File: config.mk
export PLATFORM = sky130hd
export DESIGN_NAME = memory_access_sequencer
export DESIGN_NICKNAME = d
export VERILOG_FILES = /design/src/rtl/memory_access_sequencer.sv
export SDC_FILE = /design/constraint.sdc
export NUM_CORES = 1
export LEC_CHECK = 0
export ABC_AREA = 1
export BUFFER_PORTS_ARGS = -buffer_cell sky130_fd_sc_hd__clkbuf_2
export CAP_MARGIN = 20
export CORE_UTILIZATION = 35
export CTS_BUF_LIST = sky130_fd_sc_hd__clkbuf_4
export DETAILED_ROUTE_END_ITERATION = 6
export PLACE_DENSITY = 0.67
export SLEW_MARGIN = 40
export SYNTH_ARGS = -nofsm -noshare
export SYNTH_HDL_FRONTEND = slang
export SYNTH_SLANG_ARGS = --single-unit
File: constraint.sdc
create_clock -name clock -period 4 [get_ports clock]
set_input_delay 1.2 -clock clock [delete_from_list [all_inputs] [get_ports clock]]
set_output_delay 1.2 -clock clock [all_outputs]
set_load 0.01 [all_outputs]
File: src/rtl/memory_access_sequencer.sv
// ---------------------------------------------------------------------------
// memory_access_sequencer
//
// Breaks one 8/16/32-bit load or store into byte accesses on a byte-wide
// synchronous RAM. Each lane has its own address, so the bytes of one access
// can land anywhere in RAM. For example, the address handler can supply a
// descending address sequence for a downward-growing stack. Lanes go out one
// per cycle in the order Byte0, Byte1, Byte2, Byte3. Load bytes are put back
// together into rdata.
//
// Optional build macro: MAS_SENTINEL_CHECK_EN
//   When defined, a request is rejected if any used lane address equals
//   32'hFFFFFFFF (empty-stack pop). A rejected request skips RAM access,
//   finishes in DONE with error=1, and returns rdata=32'hFFFFFFFF.
//   When undefined, error is tied to 0 and no address is checked.
//
// Parameters
//   ADDR_W     RAM address width (low bits of each lane address)
//
// Ports
//   clock      sole clock, rising edge
//   reset      asynchronous active-low reset
//   start      request strobe, only looked at in IDLE
//   write      1 = store, 0 = load (latched at accept)
//   size       0 = byte, 1 = half, 2/3 = word (latched at accept)
//   Byte3..0   per-lane byte addresses (latched at accept)
//   wdata      store data, lane k = wdata[8k+7:8k] (latched at accept)
//   mem_rdata  RAM read byte, valid one cycle after its address
//   mem_addr   RAM address, zero outside ACCESS
//   mem_wdata  RAM write byte, zero outside ACCESS
//   mem_we     RAM write enable
//   rdata      assembled load word, unused lanes zero
//   busy       high in ACCESS, DRAIN, DONE
//   done       one-cycle pulse in DONE
//   error      sentinel address seen (only with MAS_SENTINEL_CHECK_EN)
// ---------------------------------------------------------------------------
module memory_access_sequencer #(
   parameter int ADDR_W = 14
) (
   input  logic              clock,
   input  logic              reset,
   input  logic              start,
   input  logic              write,
   input  logic [1:0]        size,
   input  logic [31:0]       Byte3,
   input  logic [31:0]       Byte2,
   input  logic [31:0]       Byte1,
   input  logic [31:0]       Byte0,
   input  logic [31:0]       wdata,
   input  logic [7:0]        mem_rdata,
   output logic [ADDR_W-1:0] mem_addr,
   output logic [7:0]        mem_wdata,
   output logic              mem_we,
   output logic [31:0]       rdata,
   output logic              busy,
   output logic              done,
   output logic              error
);

   localparam logic [1:0] ST_IDLE   = 2'd0;
   localparam logic [1:0] ST_ACCESS = 2'd1;
   localparam logic [1:0] ST_DRAIN  = 2'd2;
   localparam logic [1:0] ST_DONE   = 2'd3;

   localparam logic [31:0] SENTINEL = 32'hFFFF_FFFF;

   logic [1:0]        state_q;
   logic [1:0]        lane_q;
   logic [1:0]        last_q;
   logic              wr_q;
   logic [ADDR_W-1:0] addr_q [4];
   logic [31:0]       wdata_q;
   logic [31:0]       rdata_q;
   logic              accept;
   logic              sentinel;

   // Load capture pipeline: lane number of the address presented last cycle
   logic              vld_p1;
   logic [1:0]        cap_lane_p1;

   // Address bits above ADDR_W are deliberately dropped (no wrap detection)
   logic              unused_addr_bits;
   assign unused_addr_bits = ^{Byte3[31:ADDR_W], Byte2[31:ADDR_W],
                               Byte1[31:ADDR_W], Byte0[31:ADDR_W]};

   // Index of the final lane: 0 for byte, 1 for half, 3 for word
   function automatic logic [1:0] last_lane_of(input logic [1:0] sz);
      case (sz)
         2'd0:    return 2'd0;
         2'd1:    return 2'd1;
         default: return 2'd3;
      endcase
   endfunction

   function automatic logic [7:0] lane_byte(input logic [31:0] w, input logic [1:0] k);
      return w[{k, 3'b000} +: 8];
   endfunction

   assign accept = (state_q == ST_IDLE) && start;

`ifdef MAS_SENTINEL_CHECK_EN
   logic error_q;

   // Only lanes that the request size actually uses are checked
   always_comb begin
      sentinel = (Byte0 == SENTINEL);
      if (size != 2'd0)
         sentinel = sentinel || (Byte1 == SENTINEL);
      if (size[1])
         sentinel = sentinel || (Byte2 == SENTINEL) || (Byte3 == SENTINEL);
   end

   assign error = error_q;
`else
   assign sentinel = 1'b0;
   assign error    = 1'b0;
`endif

   // Request latch (data only, loaded at accept)
   always_ff @(posedge clock) begin
      if (accept) begin
         addr_q[0] <= Byte0[ADDR_W-1:0];
         addr_q[1] <= Byte1[ADDR_W-1:0];
         addr_q[2] <= Byte2[ADDR_W-1:0];
         addr_q[3] <= Byte3[ADDR_W-1:0];
         wdata_q   <= wdata;
      end
   end

   always_ff @(posedge clock or negedge reset) begin
      if (!reset) begin
         state_q     <= ST_IDLE;
         lane_q      <= 2'd0;
         last_q      <= 2'd0;
         wr_q        <= 1'b0;
         rdata_q     <= 32'd0;
         vld_p1      <= 1'b0;
         cap_lane_p1 <= 2'd0;
`ifdef MAS_SENTINEL_CHECK_EN
         error_q     <= 1'b0;
`endif
      end else begin
         // Stage p0 -> p1: remember which load lane was addressed this cycle
         vld_p1      <= (state_q == ST_ACCESS) && !wr_q;
         cap_lane_p1 <= lane_q;

         // Stage p1: RAM byte for that lane is now on mem_rdata
         if (vld_p1)
            rdata_q[{cap_lane_p1, 3'b000} +: 8] <= mem_rdata;

         case (state_q)
            ST_IDLE: begin
               if (start) begin
                  wr_q    <= write;
                  last_q  <= last_lane_of(size);
                  lane_q  <= 2'd0;
                  rdata_q <= sentinel ? SENTINEL : 32'd0;
`ifdef MAS_SENTINEL_CHECK_EN
                  error_q <= sentinel;
`endif
                  state_q <= sentinel ? ST_DONE : ST_ACCESS;
               end
            end
            ST_ACCESS: begin
               if (lane_q == last_q)
                  // Loads need one more cycle to capture the final RAM byte
                  state_q <= wr_q ? ST_DONE : ST_DRAIN;
               else
                  lane_q <= lane_q + 2'd1;
            end
            ST_DRAIN: begin
               state_q <= ST_DONE;
            end
            default: begin
               lane_q  <= 2'd0;
               state_q <= ST_IDLE;
            end
         endcase
      end
   end

   // RAM interface is only active in ACCESS
   always_comb begin
      mem_addr  = '0;
      mem_wdata = 8'd0;
      mem_we    = 1'b0;
      if (state_q == ST_ACCESS) begin
         mem_addr = addr_q[lane_q];
         mem_we   = wr_q;
         if (wr_q)
            mem_wdata = lane_byte(wdata_q, lane_q);
      end
   end

   assign rdata = rdata_q;
   assign busy  = (state_q != ST_IDLE);
   assign done  = (state_q == ST_DONE);

endmodule

==> results of run 1 <==
## state kept, by name (all words and copies together), names as in the netlist
register / count
addr_q: 56
cap_lane_p1: 2
lane_q: 2
last_q: 2
rdata: 32
state_q: 2
vld_p1: 1
wdata_q: 32
wr_q: 1
## cell usage in the layout, fill, tap and decap left out, drive strengths merged
cell type and n:
clkinv 6, diode 1, edfxtp 88, nor2 114, inv 21, nor3 3, o21ai 52, nand2 49
dfrtp 42, ha 9, nand3 14, bufinv 4, conb 1, xnor2 1, buf 4, clkbuf 175
clkinvlp 1, a21oi 45, a22oi 12, nand4 11
## power by group
part / total, mW / switching [mW] / internal [mW] / leakage, nW
clock network: 1.02 / 0.513 / 0.505 / 0.176
logic: 1.23 / 0.842 / 0.384 / 1.35
registers: 1.88 / 0.128 / 1.75 / 1.39
total: 4.13 / 1.48 / 2.64 / 2.91
## kinds of logic after synthesis
group	after synthesis	share of synthesized area
xor gates and xnor gates	1	0.00162
adders and majority gates	9	0.0209
and+or+nand+nor	191	0.151
DFF	130	0.685
other	1	0.000695
AOI/OAI and AO/OA	109	0.107
buffers and inverters	40	0.0343
## critical path: stages (launching register included)
cell	delay [ns]
dfrtp_2	0.59
inv_2	0.60
o21ai_0	0.26
a21oi_1	0.19
clkbuf_2	0.16
## per-layer routing
| metal | vias up | track usage | wire (um) |
|---|---|---|---|
| met5 | - | 0 | 0 |
| met4 | 0 | 0.0801 | 289 |
| met3 | 29 | 0.0429 | 771 |
| met2 | 176 | 0.276 | 6130 |
| met1 | 1897 | 0.203 | 5440 |
| li1 | 1996 | - | - |
## worst max-delay path by stage
stage | start | to | slack [ns] | cells after the start
global route | lane_q[0]$_DFFE_PN0P_ | mem_addr[12] | 0.24 | 4
finish | lane_q[0]$_DFFE_PN0P_ | mem_addr[0] | 0.47 | 4
CTS | lane_q[0]$_DFFE_PN0P_ | mem_addr[0] | 0.38 | 4
global placement | lane_q[1]$_DFFE_PN0P_ | mem_addr[3] | 0.96 | 6
detailed placement | lane_q[0]$_DFFE_PN0P_ | mem_addr[0] | 1.02 | 4
floorplan | start | addr_q[0][0]$_DFFE_PP_ | 1.02 | 3
## cell type report
class | count | area [um2]
fillers | 1408 | 8460
flip-flops and latches | 130 | 3690
multi-input cells | 311 | 1520
repair buffers | 162 | 836
well taps | 188 | 235
clock inverters | 15 | 205
clock buffers | 17 | 128
inverters | 17 | 66.3
diodes | 1 | 2.50
## metrics by stage
stage	utilization	total power [mW]	setup slack, ns	hold WS [ns]	cells
6_report	0.441	4.13	0.466	0.481	841
5_1_grt	0.441	4.41	0.239	0.535	841
4_1_cts	0.441	4.19	0.377	0.490	840
3_5_place_dp	0.419	3.16	1.02	0.463	808
3_3_place_gp	0.419	3.11	0.958	0.454	808
2_1_floorplan	-	2.72	1.02	0.349	481
==> impl_results.md, run 1 <==
- Normalized max-slew margin: 0.523
- Post-synth EDFFs: 88
- Worst IR Drop VDD: 0.000253 V
- Unrepaired setup endpoints after global routing: no
- Number of hold buffers added after CTS: 0
- Worst hold path cell count: 1
- Measured slew at the worst slew-check pin: 0.715 ns
- Setup Total Neg Slack: 0 ns
- Number of buffers on the longest clock path: 2
- Type of destination of the critical path: primary output
- GRT Resource Usage Total: 0.167
- Synth area leader: edfxtp_1
- Number of gates resized after CTS: 0
- HP Start: wr_q$_DFFE_PN0P_
- Post-CTS setup buffer count: 0
- Detail Placement HPWL: ~8.6 mm
- Terminating pin of the worst hold path: vld_p1$_DFF_PN0_
- Achievable frequency: 283 MHz
- Fraction of final layout cells sized beyond drive strength 1: 0.313
- Die ar.: 15900 um2
- Number of hold violations in the final report: 0
- Number of clock buffers inserted by TritonCTS: 17
- Async S/R FF share, synth: 0.323
- Leading post-synthesis cells by cell area: edfxtp_1 (49%), dfrtp_1 (19%), nor2_1 (7.9%)
- Total of warnings raised by yosys: 0
- Grt total ovfl: 0
- Count of antenna-violating nets left after detailed routing: 0
- Syn nets: 664
- Path type of the worst min-delay path: reg2reg
- Run status: completed
- Startpoint type of the worst setup path: flop
- Share of the synthesized area in the top cell type: 0.490
- Ranking of synthesized cells by instance count: nor2_1 (113), edfxtp_1 (88), o21ai_0 (51)
- Via count: 4098
- Routability cong.: 0.838
- Shortest period the worst path allows: 3.53 ns
- Total wire length: 12.6 mm
- Data required, critical path: 2.80 ns
- Clock root cell: clkbuf_4
- Die width: approximately 130 um
- Latest clock arrival within the worst-skew pair: approximately 0.52 ns
- Main flop type after synthesis: edfxtp_1
- Share of the yosys chip area belonging to registers: 0.685
- Core box area: approximately 15000 um2
- Final count of negative-setup-slack endpoints: 0
- Post-route fraction of the period consumed by the critical path: 0.883
- Slack of the worst reg-to-reg path: ~1.7 ns
- Number of library cell types mapped by synthesis: 21
- Gate count of the mapped netlist: 481
- CP arrival: 2.33 ns
- Crit Path Max Fanout: 46
- Maximum number of pins on one net before global-route repair: 61
- Final instance area: 6680 um2
- Number of placement rows: 45
- I/O pins: 232
- Power density over the cells: 617 nW/um2
- Number of remaining DRC errors: 0
- Critical path type: reg2out
- Area after detailed placement: ~6300 um2
- Cells on worst reg2reg path: 6
- First-iteration detailed-routing DRC count: 301
- Number of clock sinks seen by CTS: 130
- Terminus of the critical flop-to-flop path: rdata[4]$_DFF_PN0_
- Worst Clk Skew: 0.0166 ns
- TritonCTS clock tree: done
- First-pass GRT wire length: 20.3 mm
- Beginning of the worst register-to-register path: cap_lane_p1[0]$_DFF_PN0_
- Initial antenna violation count: 1
- Cell area after technology mapping: 5390 um2
- Layout overhead on the synthesized area: 23.9%
- Clock transition at the registers of the reported paths: 0.13 ns
- Initial core utilization: 0.356
- MaxCap Viol Count: 0
- Die extent in y: 126 um
- Mean area per synthesized cell: around 11 um2
- First-pass iteration count of the detailed router: 5
- Flip-flop and latch count after synthesis: 130
- Number of global-route vias before repair: 4066
- Static leakage: 2.91 nW
- Top-count cell post-synth: nor2_1
- Routed length per instance: 15.0 um
- Port buffer count: 158
- Total number of nets in the final design: 822
- Count of H-tree levels built during CTS: 4
- Number of max-slew violations in the final report: 0
- Via-to-Cell Ratio: 4.87
(Power assumes the default switching activity.)
==> run 2, diff against run 1 <==
==> constraint.sdc (replaced) <==
create_clock -name clock -period 4 [get_ports clock]
set_input_delay 1.2 -clock clock [delete_from_list [all_inputs] [get_ports clock]]
set_output_delay 1.2 -clock clock [all_outputs]
set_load 0.1 [all_outputs]
==> run 2 against run 1 <==
Sequential power about the same. Critical endpoint is now mem_addr[8]. Clock skew is 0.0020 ns lower. Largest power group is now combinational logic. Die area unchanged. Critical path depth is 2 higher. Total power grew 27%. Core utilization increased by 1.9 points.
==> impl_results.md, run 2 (synthesis gave the netlist of run 1 again) <==
- Count of antenna-violating nets left after detailed routing: 0 (unchanged)
- Type of destination of the critical path: primary output
- CP arrival: 2.49 ns (+0.16 ns)
- GRT Resource Usage Total: 0.170 (+0.00297)
- Number of buffers on the longest clock path: 2 (unchanged)
- Worst path setup slack after routing: 0.314 ns (-0.152 ns)
- Area taken by flip-flops and latches: 3690 um2 (unchanged)
- Via count: 4166 (+1.7%)
- Initial antenna violation count: 1 (unchanged)
- Startpoint type of the worst setup path: flop
- Routed length per instance: 15.5 um (+3.2%)
- Critical path type: reg2out
- Crit Path Max Fanout: 32 (-30%)
- Post-route fraction of the period consumed by the critical path: 0.922 (+0.0380)
- Met3 Resource Use GR: 0.0459 (+0.00297)
- Number of gates resized after CTS: 0 (unchanged)
- TritonCTS clock tree: done
- Layer carrying the most global-route usage: met2
- Number of remaining DRC errors: 0 (unchanged)
- Grt met2 use: 0.269 (-0.00617)
- Number of flip-flops in the largest register: 56 (unchanged)
- Achievable frequency: 271 MHz (-4.1%)
- Data required, critical path: 2.80 ns (about the same)
- Number of global-route vias before repair: 4015 (-1.3%)
- Area used by multi-input combinational logic: 1520 um2 (unchanged)
- Number of hold violations in the final report: 0 (unchanged)
- Total instance count after detailed placement: 808 (unchanged)
- Initial core utilization: 0.356 (unchanged)
- Port buffer count: 158 (unchanged)
- Die ar.: 15900 um2 (unchanged)
- Most flop-heavy register: addr_q
- Setup Total Neg Slack: 0 ns (unchanged)
- Most frequent standard cell in the layout excluding fill and tap cells: clkbuf_2
- Global-route met1 utilization: 0.219 (+0.0153)
- First-pass GRT wire length: 20.5 mm (+0.95%)
- First-pass iteration count of the detailed router: 5 (unchanged)
- Fraction of final layout cells sized beyond drive strength 1: 0.314 (+0.00153)
- Worst Clk Skew: 0.0147 ns (-0.00197 ns)
- Clock root cell: clkbuf_4
- Die extent in y: 126 um (unchanged)
- Area after detailed placement: 6680 um2 (+5.2%)
- Via-to-Cell Ratio: 4.95 (+1.7%)
- Core box area: 15100 um2 (unchanged)
- Layout overhead on the synthesized area: 29.3%
- Final instance area: 6970 um2 (+4.3%)
- Number of clock sinks seen by CTS: 130 (unchanged)
- Slowest stage cell on the critical path: dfrtp_2
- Post-layout total power: 5.25 mW (+27%)
- Critical Path, Cell by Cell: buf_4, nor2_1, nor2_1, o21ai_0, a21oi_1, buf_12
- Number of clock buffers inserted by TritonCTS: 17 (unchanged)
- Utilization of the core after routing: 0.460 (+0.0192)
- First-iteration detailed-routing DRC count: 347 (+15%)
- Maximum number of pins on one net before global-route repair: 61 (unchanged)
- Count of H-tree levels built during CTS: 4 (unchanged)
- Number of max-slew violations in the final report: 0 (unchanged)
- Shortest period the worst path allows: 3.69 ns (+0.152 ns)
- MaxCap Viol Count: 0 (unchanged)
- I/O pins: 232 (unchanged)
- Run status: completed
- Unrepaired setup endpoints after global routing: no
- Fill count: 1388 (-1.4%)
- Final count of negative-setup-slack endpoints: 0 (unchanged)
- Routability cong.: 0.829 (-1.1%)
- Die width: 126 um (unchanged)
- Path type of the worst min-delay path: reg2reg
- Detail Placement HPWL: 8.84 mm (+2.6%)
- Grt total ovfl: 0 (unchanged)
- Static leakage: 2.97 nW (+1.9%)
- Hold Slack: 0.468 ns (-0.0124 ns)
- Number of placement rows: 45 (unchanged)
- Total number of nets in the final design: 822 (unchanged)
- Number of hold buffers added after CTS: 0 (unchanged)
- Latest clock arrival within the worst-skew pair: 0.53 ns (about the same)
- Clock transition at the registers of the reported paths: 0.11 ns (-0.02 ns)
- Post-placement worst setup slack: 0.782 ns (-0.238 ns)
- Maximum cell stage delay along the critical path: 0.78 ns (+0.18 ns)
- Fin cells: 841 (unchanged)
- Power density over the cells: 753 nW/um2 (+22%)
- Worst IR Drop VDD: 0.000378 V (+49%)
- Post-CTS setup buffer count: 0 (unchanged)
- Most frequent CP cell: nor2_1
- Total wire length: 13.0 mm (+3.2%)
- Most used cells in the layout excluding fill and tap cells: clkbuf_2 (135), nor2_1 (113), edfxtp_1 (88)
- Normalized max-slew margin: 0.557 (+0.0343)
- Measured slew at the worst slew-check pin: 0.664 ns (-0.0511 ns)
run 2: cell count changes in the layout (fill, tap and decap cells not counted), sizes merged:
cell | previous run | this run
clkinvlp | 1 | 4
buf | 4 | 26
inv | 21 | 20
clkinv | 6 | 5
bufinv | 4 | 2
clkbuf | 175 | 154
run 2: worst paths after layout:
path | from | end | slack [ns] | cells after the start
setup / recovery | lane_q[0]$_DFFE_PN0P_ | mem_addr[8] | 0.31 | 6
hold / removal | wr_q$_DFFE_PN0P_ | vld_p1$_DFF_PN0_ | 0.47 | 1
setup reg to reg | cap_lane_p1[0]$_DFF_PN0_ | rdata[0]$_DFF_PN0_ | 1.65 | 6
hold reg to reg | wr_q$_DFFE_PN0P_ | vld_p1$_DFF_PN0_ | 0.47 | 1
max in group asynchronous | reset | lane_q[0]$_DFFE_PN0P_ | 2.88 | 1
min in group asynchronous | reset | rdata[8]$_DFF_PN0_ | 0.69 | 1
run 2: worst max-delay path, delay by kind of cell, from the launching register on:
kind	cells	cell delay [ns]
buffers and inverters	2	0.58
AND/OR/NAND/NOR	2	0.17
flip-flops	1	0.78
AO/OA/AOI/OAI	2	0.41
run 2: where the power goes:
| part | leakage, nW | total, mW | internal [mW] | switching [mW] |
|---|---|---|---|---|
| Sequential | 1.39 | 1.89 | 1.75 | 0.138 |
| Combinational | 1.44 | 2.46 | 0.604 | 1.85 |
| Clock | 0.147 | 0.905 | 0.385 | 0.520 |
run 2: layout make-up:
class,instances,share of cell area
Inverter,17,0.00987
Sequential cell,130,0.530
Clock buffer,18,0.0194
Multi-Input combinational cell,311,0.217
Antenna cell,1,0.000359
Timing Repair Buffer,162,0.167
Tap cell,188,0.0337
Clock inverter,14,0.0223
run 2: metal layers:
metal / vias up / share of wire
met5: - / 0
met2: 178 / 0.48
met3: 24 / 0.063
met4: 0 / 0.021
li1: 1995 / -
met1: 1969 / 0.44
